File: config.mk
export PLATFORM = sky130hd
export DESIGN_NAME = i2c_target
export DESIGN_NICKNAME = d
export VERILOG_FILES = /design/src/rtl/i2c_pkg.sv /design/src/rtl/i2c_line_sync.sv /design/src/rtl/i2c_target.sv
export SDC_FILE = /design/constraint.sdc
export NUM_CORES = 1
export LEC_CHECK = 0
export BUFFER_PORTS_ARGS = -buffer_cell sky130_fd_sc_hd__buf_2
export CAP_MARGIN = 15
export CORE_ASPECT_RATIO = 1.4
export CORE_MARGIN = 3
export CORE_UTILIZATION = 50
export DETAILED_ROUTE_END_ITERATION = 16
export GPL_ROUTABILITY_DRIVEN = 1
export GPL_TIMING_DRIVEN = 0
export PLACE_DENSITY = 0.7
export REMOVE_ABC_BUFFERS = 1
export SKIP_CTS_REPAIR_TIMING = 1
export SYNTH_ARGS = -nofsm -noshare
export SYNTH_HDL_FRONTEND = slang
export SYNTH_SLANG_ARGS = --single-unit
File: constraint.sdc
create_clock -name clk -period 2.2 [get_ports clk]
set_input_delay 0.44 -clock clk [delete_from_list [all_inputs] [get_ports clk]]
set_output_delay 0.44 -clock clk [all_outputs]
set_load 0.1 [all_outputs]
File: src/rtl/i2c_pkg.sv
// Shared types and constants for the I2C target.
package i2c_pkg;

   // Protocol phases of the target, from bus idle through address, data and ACK slots.
   typedef enum logic [2:0] {
      IDLE,
      ADDR,
      ADDR_ACK,
      WR_DATA,
      WR_ACK,
      RD_DATA,
      RD_ACK,
      IGNORE
   } i2c_state_e;

   // Level seen on sda in an acknowledge slot.
   localparam logic I2C_ACK     = 1'b0;
   localparam logic I2C_NACK    = 1'b1;

   // Value of the R/W bit that follows the 7-bit address for a read.
   localparam logic I2C_RW_READ = 1'b1;

endpackage

File: src/rtl/i2c_line_sync.sv
// Two-flop synchronizer for one bus line, plus a registered edge-detect stage.
// level/rise/fall are all produced by the same stage, so they are mutually
// aligned: when rise is high, level is already 1 and the previous sample was 0.
// Everything resets to the idle (pulled-up) level of 1.
module i2c_line_sync (
   input  logic clk,
   input  logic rst_n,
   input  logic line,
   output logic level,
   output logic rise,
   output logic fall
);

   logic meta;
   logic sync;

   // Synchronize the asynchronous line and register its edges.
   always_ff @(posedge clk or negedge rst_n) begin
      if (!rst_n) begin
         meta  <= 1'b1;
         sync  <= 1'b1;
         level <= 1'b1;
         rise  <= 1'b0;
         fall  <= 1'b0;
      end else begin
         meta  <= line;
         sync  <= meta;
         level <= sync;
         rise  <= sync & ~level;
         fall  <= ~sync & level;
      end
   end

endmodule

File: src/rtl/i2c_target.sv
// I2C target: oversampled START/STOP detection, 7-bit address match, ACKed
// multi-byte writes into rx_data and core-supplied bytes returned on reads.
// sda is only ever pulled low (sda_oe=1) or released (sda_oe=0).
//
// Core-side strobes: rx_valid and tx_load are single-clk pulses with no
// back-pressure. rx_data is valid in the cycle rx_valid is high and holds until
// the next byte. tx_data must be stable for at least one clk before the cycle
// it is captured; tx_load is asserted in the cycle that follows that capture
// edge, so the core may advance to its next byte on seeing tx_load.
module i2c_target
   import i2c_pkg::*;
#(
   parameter logic [6:0] ADDRESS = 7'h27
) (
   input  logic       clk,
   input  logic       rst_n,
   input  logic       sclk,
   input  logic       sda_i,
   output logic       sda_oe,
   output logic [7:0] rx_data,
   output logic       rx_valid,
   input  logic [7:0] tx_data,
   output logic       tx_load,
   output logic       busy
);

   logic scl_lvl, scl_rise, scl_fall;
   logic sda_lvl, sda_rise, sda_fall;

   i2c_line_sync u_scl_sync (
      .clk   (clk),
      .rst_n (rst_n),
      .line  (sclk),
      .level (scl_lvl),
      .rise  (scl_rise),
      .fall  (scl_fall)
   );

   i2c_line_sync u_sda_sync (
      .clk   (clk),
      .rst_n (rst_n),
      .line  (sda_i),
      .level (sda_lvl),
      .rise  (sda_rise),
      .fall  (sda_fall)
   );

   // An sda edge only counts as START/STOP when sclk was high in both samples;
   // an sclk edge in the same cycle makes it an ordinary data change.
   logic start_det;
   logic stop_det;
   assign start_det = sda_fall & scl_lvl & ~scl_rise;
   assign stop_det  = sda_rise & scl_lvl & ~scl_rise;

   i2c_state_e state, state_d;
   logic [3:0] bit_cnt, cnt_d;
   logic [7:0] shreg, shreg_d;
   logic       rw_q, rw_d;
   logic       sda_oe_d;
   logic [7:0] rx_data_d;
   logic       rx_valid_d;
   logic       tx_load_d;
   logic       busy_d;

   // State and datapath registers.
   always_ff @(posedge clk or negedge rst_n) begin
      if (!rst_n) begin
         state    <= IDLE;
         bit_cnt  <= 4'd0;
         shreg    <= 8'h00;
         rw_q     <= 1'b0;
         sda_oe   <= 1'b0;
         rx_data  <= 8'h00;
         rx_valid <= 1'b0;
         tx_load  <= 1'b0;
         busy     <= 1'b0;
      end else begin
         state    <= state_d;
         bit_cnt  <= cnt_d;
         shreg    <= shreg_d;
         rw_q     <= rw_d;
         sda_oe   <= sda_oe_d;
         rx_data  <= rx_data_d;
         rx_valid <= rx_valid_d;
         tx_load  <= tx_load_d;
         busy     <= busy_d;
      end
   end

   // Next-state and output logic; STOP and START override every state.
   always_comb begin
      state_d    = state;
      cnt_d      = bit_cnt;
      shreg_d    = shreg;
      rw_d       = rw_q;
      sda_oe_d   = sda_oe;
      rx_data_d  = rx_data;
      rx_valid_d = 1'b0;
      tx_load_d  = 1'b0;
      busy_d     = busy;

      if (stop_det) begin
         state_d  = IDLE;
         sda_oe_d = 1'b0;
         busy_d   = 1'b0;
         cnt_d    = 4'd0;
      end else if (start_det) begin
         state_d  = ADDR;
         sda_oe_d = 1'b0;
         busy_d   = 1'b0;
         cnt_d    = 4'd0;
      end else begin
         case (state)
            IDLE: begin
               sda_oe_d = 1'b0;
            end
            ADDR: begin
               if (scl_rise) begin
                  shreg_d = {shreg[6:0], sda_lvl};
                  cnt_d   = bit_cnt + 4'd1;
               end else if (scl_fall && bit_cnt == 4'd8) begin
                  cnt_d = 4'd0;
                  if (shreg[7:1] == ADDRESS) begin
                     state_d  = ADDR_ACK;
                     rw_d     = shreg[0];
                     sda_oe_d = 1'b1;
                     busy_d   = 1'b1;
                  end else begin
                     state_d  = IGNORE;
                     sda_oe_d = 1'b0;
                  end
               end
            end
            ADDR_ACK: begin
               if (scl_fall) begin
                  cnt_d = 4'd0;
                  if (rw_q == I2C_RW_READ) begin
                     state_d   = RD_DATA;
                     tx_load_d = 1'b1;
                     shreg_d   = tx_data;
                     sda_oe_d  = ~tx_data[7];
                  end else begin
                     state_d  = WR_DATA;
                     sda_oe_d = 1'b0;
                  end
               end
            end
            WR_DATA: begin
               if (scl_rise) begin
                  shreg_d = {shreg[6:0], sda_lvl};
                  cnt_d   = bit_cnt + 4'd1;
                  if (bit_cnt == 4'd7) begin
                     rx_data_d  = {shreg[6:0], sda_lvl};
                     rx_valid_d = 1'b1;
                  end
               end else if (scl_fall && bit_cnt == 4'd8) begin
                  state_d  = WR_ACK;
                  cnt_d    = 4'd0;
                  sda_oe_d = 1'b1;
               end
            end
            WR_ACK: begin
               if (scl_fall) begin
                  state_d  = WR_DATA;
                  sda_oe_d = 1'b0;
               end
            end
            RD_DATA: begin
               // Bit 7 went out when the byte was loaded; each fall presents
               // the next bit, and the fall after bit 0 hands sda back.
               if (scl_fall) begin
                  if (bit_cnt == 4'd7) begin
                     state_d  = RD_ACK;
                     cnt_d    = 4'd0;
                     sda_oe_d = 1'b0;
                  end else begin
                     shreg_d  = {shreg[6:0], 1'b0};
                     sda_oe_d = ~shreg[6];
                     cnt_d    = bit_cnt + 4'd1;
                  end
               end
            end
            RD_ACK: begin
               if (scl_rise && sda_lvl == I2C_NACK) begin
                  state_d  = IGNORE;
                  sda_oe_d = 1'b0;
               end else if (scl_fall) begin
                  state_d   = RD_DATA;
                  cnt_d     = 4'd0;
                  tx_load_d = 1'b1;
                  shreg_d   = tx_data;
                  sda_oe_d  = ~tx_data[7];
               end
            end
            IGNORE: begin
               sda_oe_d = 1'b0;
            end
            default: begin
               state_d  = IDLE;
               sda_oe_d = 1'b0;
            end
         endcase
      end
   end

endmodule
# Word level (Yosys, flattened, before mapping)
# Cells that the tools add are included.
# word_totals
reg_bits,38
in_bits,12
output_inout_bits,12
# classes
addsub,1
n_eq_ne,29
mux,65
bitwise,17
reduce_logical,18
# op_table
operator,count
2-to-1 mux 8 bit,7
2-to-1 mux 3 bit,14
2-to-1 mux 4 bit,8
case mux 8 bit (4 select lines),1
2-to-1 mux 1 bit,31
"!= test 4 bit, second input constant",6
AND reduction 10 bit,2
case mux 3 bit (6 select lines),1
case mux 4 bit (4 select lines),1
"equality test 3 bit, second input constant",4
"!= test 4 x 3 -> 1 bit, second input constant",3
inverter 1 bit,9
nonzero test 3 bit,3
bitwise AND 1 bit,8
"!= test 2 x 1 -> 1 bit, second input constant",4
AND reduction 4 bit,2
AND reduction 8 bit,1
nonzero test 8 bit,1
"equality test 7 x 6 -> 1 bit, second input constant",1
case mux 1 bit (7 select lines),1
"equality test 3 x 2 -> 1 bit, second input constant",2
"!= test 2 bit, second input constant",3
AND reduction 6 bit,1
nonzero test 6 bit,1
13 further kinds,15

# Longest topological paths before layout
# depth
ltp_word,7
ltp_mapped,7

# Cells and area by module
# From an unflattened synthesis, not the netlist that was laid out.
# hier_totals
cells_unflattened,173
hier_area_um2,1971.9
# by_module_without_submodules
module,n_inst,cells_each,area_each_um2
i2c_target,1,159,1684.1
i2c_line_sync,2,7,143.9

# Worst setup path after synthesis
# Ideal clock, no wire load.
# synth_timing
path_type,register -> register
from,register state[2]
to,register shreg[0]
setup_ps,125
arrival_ps,1721
slack_ps,355
stages_incl_launch_ff,7
synth_period_minus_slack_ps,1845
path_cell_list,dfrtp_1 > buf_6 > and2_1 > a221oi_4 > o21ai_2 > nor3_4 > mux2_2
# synth_between
elab_chain_len,4
# synth_rtl
item,line_no,rtl
"start, declared",i2c_target.sv:55,"i2c_state_e state, state_d;"
"start signal, assigned",i2c_target.sv:78,state <= state_d;
equality test 3 x 2 -> 1 bit / equality test 3 x 1 -> 1 bit (equally long branches),i2c_target.sv:113,case (state)
OR reduction 2 bit (no line),--,
!= test 2 x 1 -> 1 bit (no line) / nonzero test 4 bit (equally long branches),--,
AND reduction 10 bit (no line),--,
"end signal, assigned",i2c_target.sv:80,shreg <= shreg_d;
"end, declared",i2c_target.sv:57,"logic [7:0] shreg, shreg_d;"
# Parallel ways exist; a longest one is shown, timed or not.
# A chain may end at the register's enable or synchronous reset.

# Worst setup path after layout
# layout_timing
from,register state[2]
to,register shreg[4]
# The elaborated chain is that of the path after synthesis.

==> impl_metrics.toml <==
[route]
routed_wl_um = 4150
drtAntennaViolNets = 0
viasPerCell = 6.04
first_pass_iters = 4
vias = 1479
drt-initial-drc-count = 72
routedWlPerCell_um = 16.9
drc = 0

[synthesis]
synth_area_per_cell_um2 = 11.4
yosys.area.top_type = "dfrtp_1"
ys_seq_area_share_pct = 49.6
synth_async_sr_flop_share_pct = 100
synthDistinctLibCells = 50
synth_area_leaders = "dfrtp_1 41%, mux2_2 14%, dfstp_2 8.2%"
ys_warn_count = 0
synth_top_area_share_pct = 41.5
synth_edf_count = 0
yosys_register_bits = 38
yosys_most_used_dff = "dfrtp_1"
synthCells = 170
netlist_area_um2 = 1930

[floorplan]
fp.dieArea_um2 = 4650
die_w_um = 58.5
rows = 26
initial_core_util_pct = 52.5
coreArea_um2 = 3680
io_pins = 24
floorplan.die.height_um = 79.5

[worst_setup_path]
path_cells = "and2_2 -> a221oi_4 -> o21ai_2 -> nor3_4 -> buf_12 -> mux2_2"
start_kind = "register"
critPathCaptureType = "register"
path_class = "register to register"
crit_required_ns = 2.37
slowest_delay_ns = 0.55
crit_path_top_delay_cell = "dfrtp_4"
arrival_ns = 2.28
path_max_fanout = 13

[timing]
final-setup-viol-count = 0
drv_slew = 0
hold_viol = 0
clock.fmax_mhz = 474
fin_crit_ns = 2.11
worst_pin_slew_ns = 0.810
fin_crit_sh_pct = 95.8
relSlewSlack_pct = 46.0
grt_setup_unrepaired = "false"
finClkSkew_ns = 0.00882

[place]
place_hpwl_um = 2940
place_area_um2 = 2070
gp_congestion = 0.881
port-buffer-count = 23

[pwr]
pwr-share-seq_pct = 33.9
power_frac_comb_pct = 43.4
p_total_w = 0.00312
intPower_w = 0.00199
p_switching_w = 0.00113
power_leakage_nw = 1.04
p_per_area_nw_per_um2 = 1360
irDropWorstVdd_mv = 0.732
swShare_pct = 36.2
power.share.clock_pct = 22.7

[finish]
diodes = 0
drive_above_1_share_pct = 39.4
regArea_um2 = 963
final_common_cell = "dfrtp_1"
nNetsFinal = 216
multi_input_area_um2 = 943
nFillCells = 300
final_cell_mix = "30 x dfrtp_1, 24 x mux2_2, 23 x buf_2"
final_cell_area_um2 = 2300
area_delta_synth_final_pct = 18.9

[outcome]
status = "finished clean"

[clock_network]
path_clk_slew_ns = 0.08
numCtsBuffers = 5
cts_num_sinks = 38
h-tree-depth = 2
clockRootBuffer = "clkbuf_8"
cts_max_path_buffers = 2
cts_tree = "yes"
clock_latency_ns = 0.29

[global_routing]
grt_pass1_wl_um = 6700
overflow = 0
grt_pass1_vias = 1465
use_met1_pct = 20.5
grt_use_total_pct = 19.2
met2_usage_pct = 34.0
top_usage_layer = "met2"
grt_start_max_net_pins = 39
met3_usage_pct = 3.24
antenna_found_initial = 0

[hold_path]
hold_path.class = "input port to asynchronous set/reset pin"

[flow_run]
cap_violations = 0
[worst max-delay path: cells and delay by family (launching register included)]
family | cells | cell delay (ns)
AO/OA/AOI/OAI | 2 | 0.46
buffers and inverters | 1 | 0.15
flip-flops | 1 | 0.55
multiplexers | 1 | 0.33
AND/OR/NAND/NOR | 2 | 0.51
[per-layer routing]
layer	share of wire [%]	vias up	wire (um)
li1	-	685	-
met5	0	-	0
met2	54	41	2250
met3	4.0	14	166
met1	39	739	1600
met4	3.2	0	131
[cell usage after synthesis (all sizes together), types with 3 or more instances]
library cell and count:
a21oi 4, buf 3, dfrtp 32, dfstp 6, inv 7, mux2 24
nand2 12, nand2b 3, nand3 8, nand3b 3, nor2 4, nor2b 11
nor3 4, o21ai 14
[final timing paths]
| kind | startpoint | end | slack, ns | depth (start not counted) |
|---|---|---|---|---|
| setup / recovery | state[2] | shreg[4] | 0.09 | 6 |
| min in group clk | sda_i | u_sda_sync.meta | 0.24 | 1 |
| max in group asynchronous | rst_n | state[2] | 1.36 | 1 |
| setup reg to reg | state[2] | shreg[4] | 0.09 | 6 |
| hold reg to reg | u_scl_sync.meta | u_scl_sync.sync | 0.36 | 0 |
| hold / removal | rst_n | bit_cnt[0] | 0.24 | 1 |
[cell type report]
| type | count | share of cell area (%) |
|---|---|---|
| Sequential cell | 38 | 42.0 |
| Multi-Input combinational cell | 121 | 41.1 |
| Timing Repair Buffer | 29 | 7.52 |
| Clock buffer | 5 | 3.00 |
| Clock inverter | 3 | 3.00 |
| Tap cell | 42 | 2.29 |
| Inverter | 7 | 1.14 |
[cells by family (layout without fill, tap and decap cells)]
kind of cell             after synthesis  count (layout)  share of synthesized area, %
AO/OA/AOI/OAI                         38              38                          14.7
adder cells (fa/ha/maj)                2               2                          1.30
buffers and inverters                 11              44                          2.79
flip-flops                            38              38                          49.6
multiplexers                          24              24                          14.0
AND/OR/NAND/NOR                       57              57                          17.6
[power by group through the flow]
stage          logic (W)  clock network (W)  registers, W
3_5_place_dp     0.00116                  0       0.00107
2_1_floorplan   0.000881                  0       0.00107
5_1_grt          0.00147           0.000747       0.00108
4_1_cts          0.00116           0.000725       0.00106
6_report         0.00136           0.000710       0.00106
3_3_place_gp     0.00112                  0       0.00106
[state kept, by name, indices dropped and copies added (netlist names), 3 cells and up]
name and flops:
rx_data 8, shreg 8, bit_cnt 4, state 3
[through the flow]
step / hold WS (ns) / worst slack (ns) / TNS (ns) / util (%) / std cells
6_report: 0.236 / 0.0920 / 0 / 62.5 / 245
4_1_cts: 0.230 / -0.0762 / -0.582 / 60.1 / 239
3_5_place_dp: 0.347 / -0.0547 / -0.387 / 56.3 / 231
3_3_place_gp: 0.347 / -0.0388 / -0.299 / 56.3 / 231
5_1_grt: 0.228 / 0.0295 / 0 / 62.5 / 245
2_1_floorplan: 0.144 / 0.242 / 0 / - / 166
(Power assumes the default switching activity.)
